$ cat config.mk
export PLATFORM = sky130hd
export DESIGN_NAME = parity_tx_arbiter
export DESIGN_NICKNAME = d
export VERILOG_FILES = /design/src/rtl/parity_tx_pkg.sv /design/src/rtl/parity_gen_n.sv /design/src/rtl/parity_tx_arbiter.sv
export SDC_FILE = /design/constraint.sdc
export NUM_CORES = 1
export LEC_CHECK = 0
export CORE_MARGIN = 2
export CORE_UTILIZATION = 35
export DETAILED_ROUTE_END_ITERATION = 16
export HOLD_SLACK_MARGIN = 0.1
export SETUP_SLACK_MARGIN = 0.3
export SYNTH_ARGS = -nofsm -noshare
export SYNTH_HDL_FRONTEND = slang
export SYNTH_SLANG_ARGS = --single-unit
$ cat constraint.sdc
create_clock -name clk -period 2.3 [get_ports clk]
set_input_delay 0.345 -clock clk [delete_from_list [all_inputs] [get_ports clk]]
set_output_delay 0.345 -clock clk [all_outputs]
set_load 0.02 [all_outputs]
$ cat src/rtl/parity_tx_pkg.sv
// Shared types and line levels for the parity TX arbiter.
package parity_tx_pkg;

  typedef enum logic [2:0] {IDLE, START, DATA, PARITY, STOP} state_e;

  localparam logic IDLE_LEVEL  = 1'b1;
  localparam logic START_LEVEL = 1'b0;
  localparam logic STOP_LEVEL  = 1'b1;

  // Counter width able to hold 0..n-1, never narrower than one bit.
  function automatic int cnt_w(input int n);
    return (n > 1) ? $clog2(n) : 1;
  endfunction

endpackage

$ cat src/rtl/parity_gen_n.sv
// Combinational parity of one DATA_W-bit word; ODD_PARITY flips the sense.
module parity_gen_n #(
  parameter int DATA_W     = 4,
  parameter bit ODD_PARITY = 1'b0
) (
  input  logic [DATA_W-1:0] data_i,
  output logic              parity_o
);

  assign parity_o = (^data_i) ^ ODD_PARITY;

endmodule

$ cat src/rtl/parity_tx_arbiter.sv
// Round-robin arbiter feeding one parity generator and one serial framer.
// Optional frame counter output enabled by PARITY_TX_FRAME_CNT_EN.
module parity_tx_arbiter
  import parity_tx_pkg::*;
#(
  parameter int DATA_W     = 4,
  parameter int BAUD_DIV   = 4,
  parameter int ODD_PARITY = 0
) (
  input  logic              clk,
  input  logic              rst_n,
  input  logic              req0_valid,
  input  logic [DATA_W-1:0] req0_data,
  output logic              req0_ready,
  input  logic              req1_valid,
  input  logic [DATA_W-1:0] req1_data,
  output logic              req1_ready,
  output logic              tx_out,
  output logic              busy,
  output logic              grant_id,
`ifdef PARITY_TX_FRAME_CNT_EN
  output logic [7:0]        frame_cnt,
`endif
  output logic              frame_done
);

  localparam int BAUD_W = cnt_w(BAUD_DIV);
  localparam int BIT_W  = cnt_w(DATA_W);
  localparam logic [BAUD_W-1:0] BAUD_LAST = BAUD_W'(BAUD_DIV - 1);
  localparam logic [BIT_W-1:0]  BIT_LAST  = BIT_W'(DATA_W - 1);
  localparam bit ODD = (ODD_PARITY != 0);

  state_e              state_q;
  logic [BAUD_W-1:0]   baud_q;
  logic [BIT_W-1:0]    bit_q;
  logic [DATA_W-1:0]   shift_q;
  logic                par_q;
  logic                grant_q;
  logic                last_grant_q;
  logic                busy_q;
  logic                tx_q;
  logic                done_q;

  logic                idle;
  logic                sel;
  logic                accept;
  logic                bit_end;
  logic                par_w;
  logic [DATA_W-1:0]   sel_data;
  logic [DATA_W-1:0]   shift_nx;

  // Both valid: the requester that did not win last time goes next.
  assign idle       = (state_q == IDLE);
  assign sel        = req1_valid && (!req0_valid || !last_grant_q);
  assign sel_data   = sel ? req1_data : req0_data;
  assign req0_ready = rst_n && idle && req0_valid && !sel;
  assign req1_ready = rst_n && idle && req1_valid && sel;
  assign accept     = req0_ready || req1_ready;
  assign bit_end    = (baud_q == BAUD_LAST);
  assign shift_nx   = shift_q >> 1;

  parity_gen_n #(
    .DATA_W     (DATA_W),
    .ODD_PARITY (ODD)
  ) u_par (
    .data_i   (sel_data),
    .parity_o (par_w)
  );

  // tx_q is loaded together with the state change, so it always shows the
  // level of the bit currently being timed.
  always_ff @(posedge clk or negedge rst_n) begin
    if (!rst_n) begin
      state_q      <= IDLE;
      baud_q       <= '0;
      bit_q        <= '0;
      shift_q      <= '0;
      par_q        <= 1'b0;
      grant_q      <= 1'b0;
      last_grant_q <= 1'b1;
      busy_q       <= 1'b0;
      tx_q         <= IDLE_LEVEL;
      done_q       <= 1'b0;
    end else begin
      done_q <= 1'b0;
      case (state_q)
        IDLE: begin
          if (accept) begin
            shift_q      <= sel_data;
            par_q        <= par_w;
            grant_q      <= sel;
            last_grant_q <= sel;
            busy_q       <= 1'b1;
            baud_q       <= '0;
            tx_q         <= START_LEVEL;
            state_q      <= START;
          end
        end
        START: begin
          if (bit_end) begin
            baud_q  <= '0;
            bit_q   <= '0;
            tx_q    <= shift_q[0];
            state_q <= DATA;
          end else begin
            baud_q <= baud_q + 1'b1;
          end
        end
        DATA: begin
          if (bit_end) begin
            baud_q  <= '0;
            shift_q <= shift_nx;
            if (bit_q == BIT_LAST) begin
              tx_q    <= par_q;
              state_q <= PARITY;
            end else begin
              bit_q <= bit_q + 1'b1;
              tx_q  <= shift_nx[0];
            end
          end else begin
            baud_q <= baud_q + 1'b1;
          end
        end
        PARITY: begin
          if (bit_end) begin
            baud_q  <= '0;
            tx_q    <= STOP_LEVEL;
            done_q  <= (BAUD_LAST == '0);
            state_q <= STOP;
          end else begin
            baud_q <= baud_q + 1'b1;
          end
        end
        STOP: begin
          if (bit_end) begin
            baud_q  <= '0;
            busy_q  <= 1'b0;
            tx_q    <= IDLE_LEVEL;
            state_q <= IDLE;
          end else begin
            baud_q <= baud_q + 1'b1;
            // Look one clock ahead so the pulse lands on the final stop clock.
            done_q <= ((baud_q + 1'b1) == BAUD_LAST);
          end
        end
        default: state_q <= IDLE;
      endcase
    end
  end

`ifdef PARITY_TX_FRAME_CNT_EN
  logic [7:0] frame_cnt_q;

  always_ff @(posedge clk or negedge rst_n) begin
    if (!rst_n) frame_cnt_q <= '0;
    else if (done_q) frame_cnt_q <= frame_cnt_q + 8'd1;
  end

  assign frame_cnt = frame_cnt_q;
`endif

  assign tx_out     = tx_q;
  assign busy       = busy_q;
  assign grant_id   = grant_q;
  assign frame_done = done_q;

endmodule

==> out/qor.json <==
{
  "rsz0062_at_grt": {"value": "no"},
  "finalSetupViolations": {"value": 0},
  "initial_core_util": {"value": 37.7, "unit": "%"},
  "share_of_cells_above_drive_strength_1": {"value": 16.9, "unit": "%"},
  "clkLatencyLatePin": {"value": 0.29, "unit": "ns"},
  "worstSetupStartpointType": {"value": "input port"},
  "fin_worst_skew": {"value": 0.00401, "unit": "ns"},
  "die_height": {"value": 59.0, "unit": "um"},
  "ios": {"value": 18},
  "crit-reg2reg-launch": {"value": "baud_q[0]"},
  "gr-usage-all-layers": {"value": 14.1, "unit": "%"},
  "route.detailed.vias_per_inst": {"value": 5.33},
  "drt_pre_antenna_iters": {"value": 10},
  "vdd_ir_drop_max": {"value": 0.558, "unit": "mV"},
  "synth_top_flop_cell": {"value": "dfrtp_1"},
  "syn2layout_area_growth": {"value": 26.6, "unit": "%"},
  "dp_worst_setup_slack": {"value": -0.0438, "unit": "ns"},
  "grt_overflow_total": {"value": 0},
  "cts_tree": {"value": "yes"},
  "synthCells": {"value": 110},
  "coreArea": {"value": 2810, "unit": "sq um"},
  "design.die.area": {"value": 3480, "unit": "sq um"},
  "dp.cells": {"value": 162},
  "synth_simple_gate_area_share": {"value": 20.2, "unit": "%"},
  "finish.net_count": {"value": 152},
  "critical_path_arrival": {"value": 1.59, "unit": "ns"},
  "timing.reg2reg.setup_slack": {"value": 0.60, "unit": "ns"},
  "synth_compound_area_share": {"value": 19.2, "unit": "%"},
  "netlist_area": {"value": 1060, "unit": "sq um"},
  "worst_hold_path_type": {"value": "in -> async"},
  "synth_cell_type_count": {"value": 36},
  "f_max": {"value": 0.516, "unit": "GHz"},
  "grt_max_degree": {"value": 19},
  "routedWlPerCell": {"value": 13.5, "unit": "um"},
  "antenna_violations_before_repair": {"value": 0},
  "count_of_nets_left_with_antenna_violations_after_detail_routing": {"value": 0},
  "detail_route.drc_violations": {"value": 2},
  "critical_path_class": {"value": "in -> out"},
  "synth-warning-count": {"value": 0},
  "synth.avg_cell_area": {"value": 9.61, "unit": "sq um"},
  "hpwlAfterDp": {"value": 1680, "unit": "um"},
  "first_iter_violations": {"value": 21},
  "utilization": {"value": 47.7, "unit": "%"},
  "synth-seq-cells": {"value": 17},
  "clk_root_buffer_cell": {"value": "clkbuf_4"},
  "worst_setup_path_end_kind": {"value": "output pin"},
  "final.setup.tns": {"value": 0, "unit": "ns"},
  "worstPathMaxFanout": {"value": 2},
  "slew_violations": {"value": 0},
  "period_utilization_post_route": {"value": 84.3, "unit": "%"},
  "synth_async_sr_flop_share": {"value": 100, "unit": "%"},
  "synthXorXnorAreaFrac": {"value": 5.80, "unit": "%"},
  "globalplace.congestion": {"value": 0.703},
  "first_global_vias": {"value": 810},
  "critical_path.startpoint": {"value": "rst_n"},
  "routed_wirelength": {"value": 2250, "unit": "um"},
  "clkSlewWorstSetupHoldPaths": {"value": 0.10, "unit": "ns"},
  "crit-reg2reg-capture": {"value": "shift_q[2]"},
  "power_density": {"value": 1180, "unit": "nW/um^2"},
  "synth_enable_flop_cells": {"value": 0},
  "wire_length_of_the_first_global_routing_pass": {"value": 3740, "unit": "um"},
  "setup.worst_path.end": {"value": "req1_ready"},
  "worst_slew_margin_rel": {"value": 64.7, "unit": "%"},
  "largest_area_contributor_in_the_synthesized_netlist": {"value": "dfrtp_1"},
  "tightestPinTransition": {"value": 0.528, "unit": "ns"},
  "synth_fp_nets": {"value": 125},
  "period_minus_slack": {"value": 1.94, "unit": "ns"},
  "final_cells": {"value": 167},
  "yosys.area.top_type_share": {"value": 35.5, "unit": "%"},
  "synth_top_family_by_area": {"value": "simple AND/OR/NAND/NOR gates"},
  "worst_path_required": {"value": 1.96, "unit": "ns"},
  "run_status": {"value": "complete, but fails checks"},
  "placement.io_buffers": {"value": 17},
  "clock_sinks": {"value": 17},
  "via_count": {"value": 890},
  "timing_hold_violations_final": {"value": 0},
  "synth_top_cells_by_area": {"value": "dfrtp_1 36%, dfstp_2 5.0%, mux2i_1 4.7%, nor2b_1 4.1%, xnor2_1 4.1%"},
  "leakagePower": {"value": 0.582, "unit": "nW"},
  "ctsHtreeMaxLevel": {"value": 1},
  "failed_checks": {"value": "DRC"},
  "dpl_cell_area": {"value": 1310, "unit": "sq um"},
  "tritoncts.num_buffers": {"value": 3},
  "antenna_cells": {"value": 0},
  "drv_cap": {"value": 0},
  "finalInstanceArea": {"value": 1340, "unit": "sq um"},
  "count_of_standard_cell_rows": {"value": 19},
  "setup_slack": {"value": 0.362, "unit": "ns"},
  "synth.yosys.seq_area_share": {"value": 40.5, "unit": "%"},
  "synth.mux.area_fraction": {"value": 7.93, "unit": "%"},
  "synth-adder-area-share": {"value": 3.55, "unit": "%"},
  "worstRegToRegCells": {"value": 4},
  "cts.path.max_buffers": {"value": 2},
  "die_width": {"value": 59.0, "unit": "um"}
}
-- worst max-delay path, cell delays in order --
cell and delay (ns):
clkdlybuf4s50_1 0.49, nor4b_4 0.25, and2_1 0.18, dlygate4sd2_1 0.33
-- metrics by stage --
| step | power, W | hold slack (ns) |
|---|---|---|
| 6_report | 0.00158 | 0.422 |
| 5_1_grt | 0.00172 | 0.417 |
| 4_1_cts | 0.00159 | 0.426 |
| 3_5_place_dp | 0.00142 | 0.471 |
| 3_3_place_gp | 0.00139 | 0.466 |
| 2_1_floorplan | 0.00116 | 0.0494 |
-- kinds of logic after synthesis --
kind of cell,Yosys count
AOI/OAI and AO/OA,29
xor gates and xnor gates,7
adders and majority gates,3
buffers and inverters,7
DFF,17
muxes,8
and+or+nand+nor,39
-- report_power, final --
group | internal (W) | switching (W)
Combinational | 0.000411 | 0.000446
Sequential | 0.000449 | 0.000110
Clock | 0.0000674 | 0.0000939
Total | 0.000927 | 0.000650
-- worst min-delay path by stage --
| stage | cells past startpoint | endpoint | slack (ns) |
|---|---|---|---|
| after floorplan | 0 | baud_q[0] | 0.05 |
| after global placement | 1 | grant_id | 0.47 |
| after detailed placement | 1 | grant_id | 0.47 |
| after CTS | 2 | state_q[2] | 0.43 |
| after global routing | 2 | baud_q[0] | 0.42 |
| final | 2 | baud_q[0] | 0.42 |
-- metal layers --
layer | GRT usage (%) | vias up | wire (um)
met5 | 0 | - | 0
met4 | 2.92 | 0 | 19
met3 | 3.96 | 2 | 84
met2 | 21.9 | 15 | 1060
met1 | 19.6 | 426 | 1080
li1 | - | 447 | -
-- placed cells by master, fill, tap and decap left out, types with 3 or more instances in the layout --
master / count
clkbuf_4: 3
dfrtp_1: 15
ha_1: 3
nand2_1: 11
nor2_1: 7
o21ai_0: 4
mux2i_1: 5
clkdlybuf4s50_1: 15
a211oi_1: 5
nor2b_1: 7
nor3_1: 3
a21oi_1: 8
buf_4: 10
xnor2_1: 5
-- area by class of cell --
cell class                      count  area, sq um
Clock buffer                        4         26.3
Multi-Input combinational cell     86          599
Sequential cell                    17          428
Tap cell                           31         38.8
Inverter                            2         7.51
Timing Repair Buffer               27          239
Fill cell                         268         1470
-- timing repair --
item / in CTS / in global routing
hold buffers: 0 / 0
setup endpoints to repair: 2 / 1
buffers inserted: 1 / 0
gates resized for setup: 2 / 3
-- registers in the layout (all words and copies together), names as in the netlist --
name,flops
baud_q,2
bit_q,2
busy,1
frame_done,1
grant_id,1
last_grant_q,1
par_q,1
shift_q,4
state_q,3
tx_out,1
-- synth_stat cells (2+ instances only) --
cell      number
mux2_2         2
dfrtp_1       15
nor2_1         7
a21o_1         2
a21oi_1        8
mux2i_1        5
dfstp_2        2
buf_2          3
nor2b_1        7
and2_1         2
nand2b_1       2
a211oi_1       5
nor3_1         3
nand2_1       11
clkbuf_1       2
nand3_1        2
xor2_1         2
xnor2_1        5
o21ai_2        2
ha_1           3
inv_1          2
o21ai_0        4
Note: power is estimated with default switching activity, not from simulation.
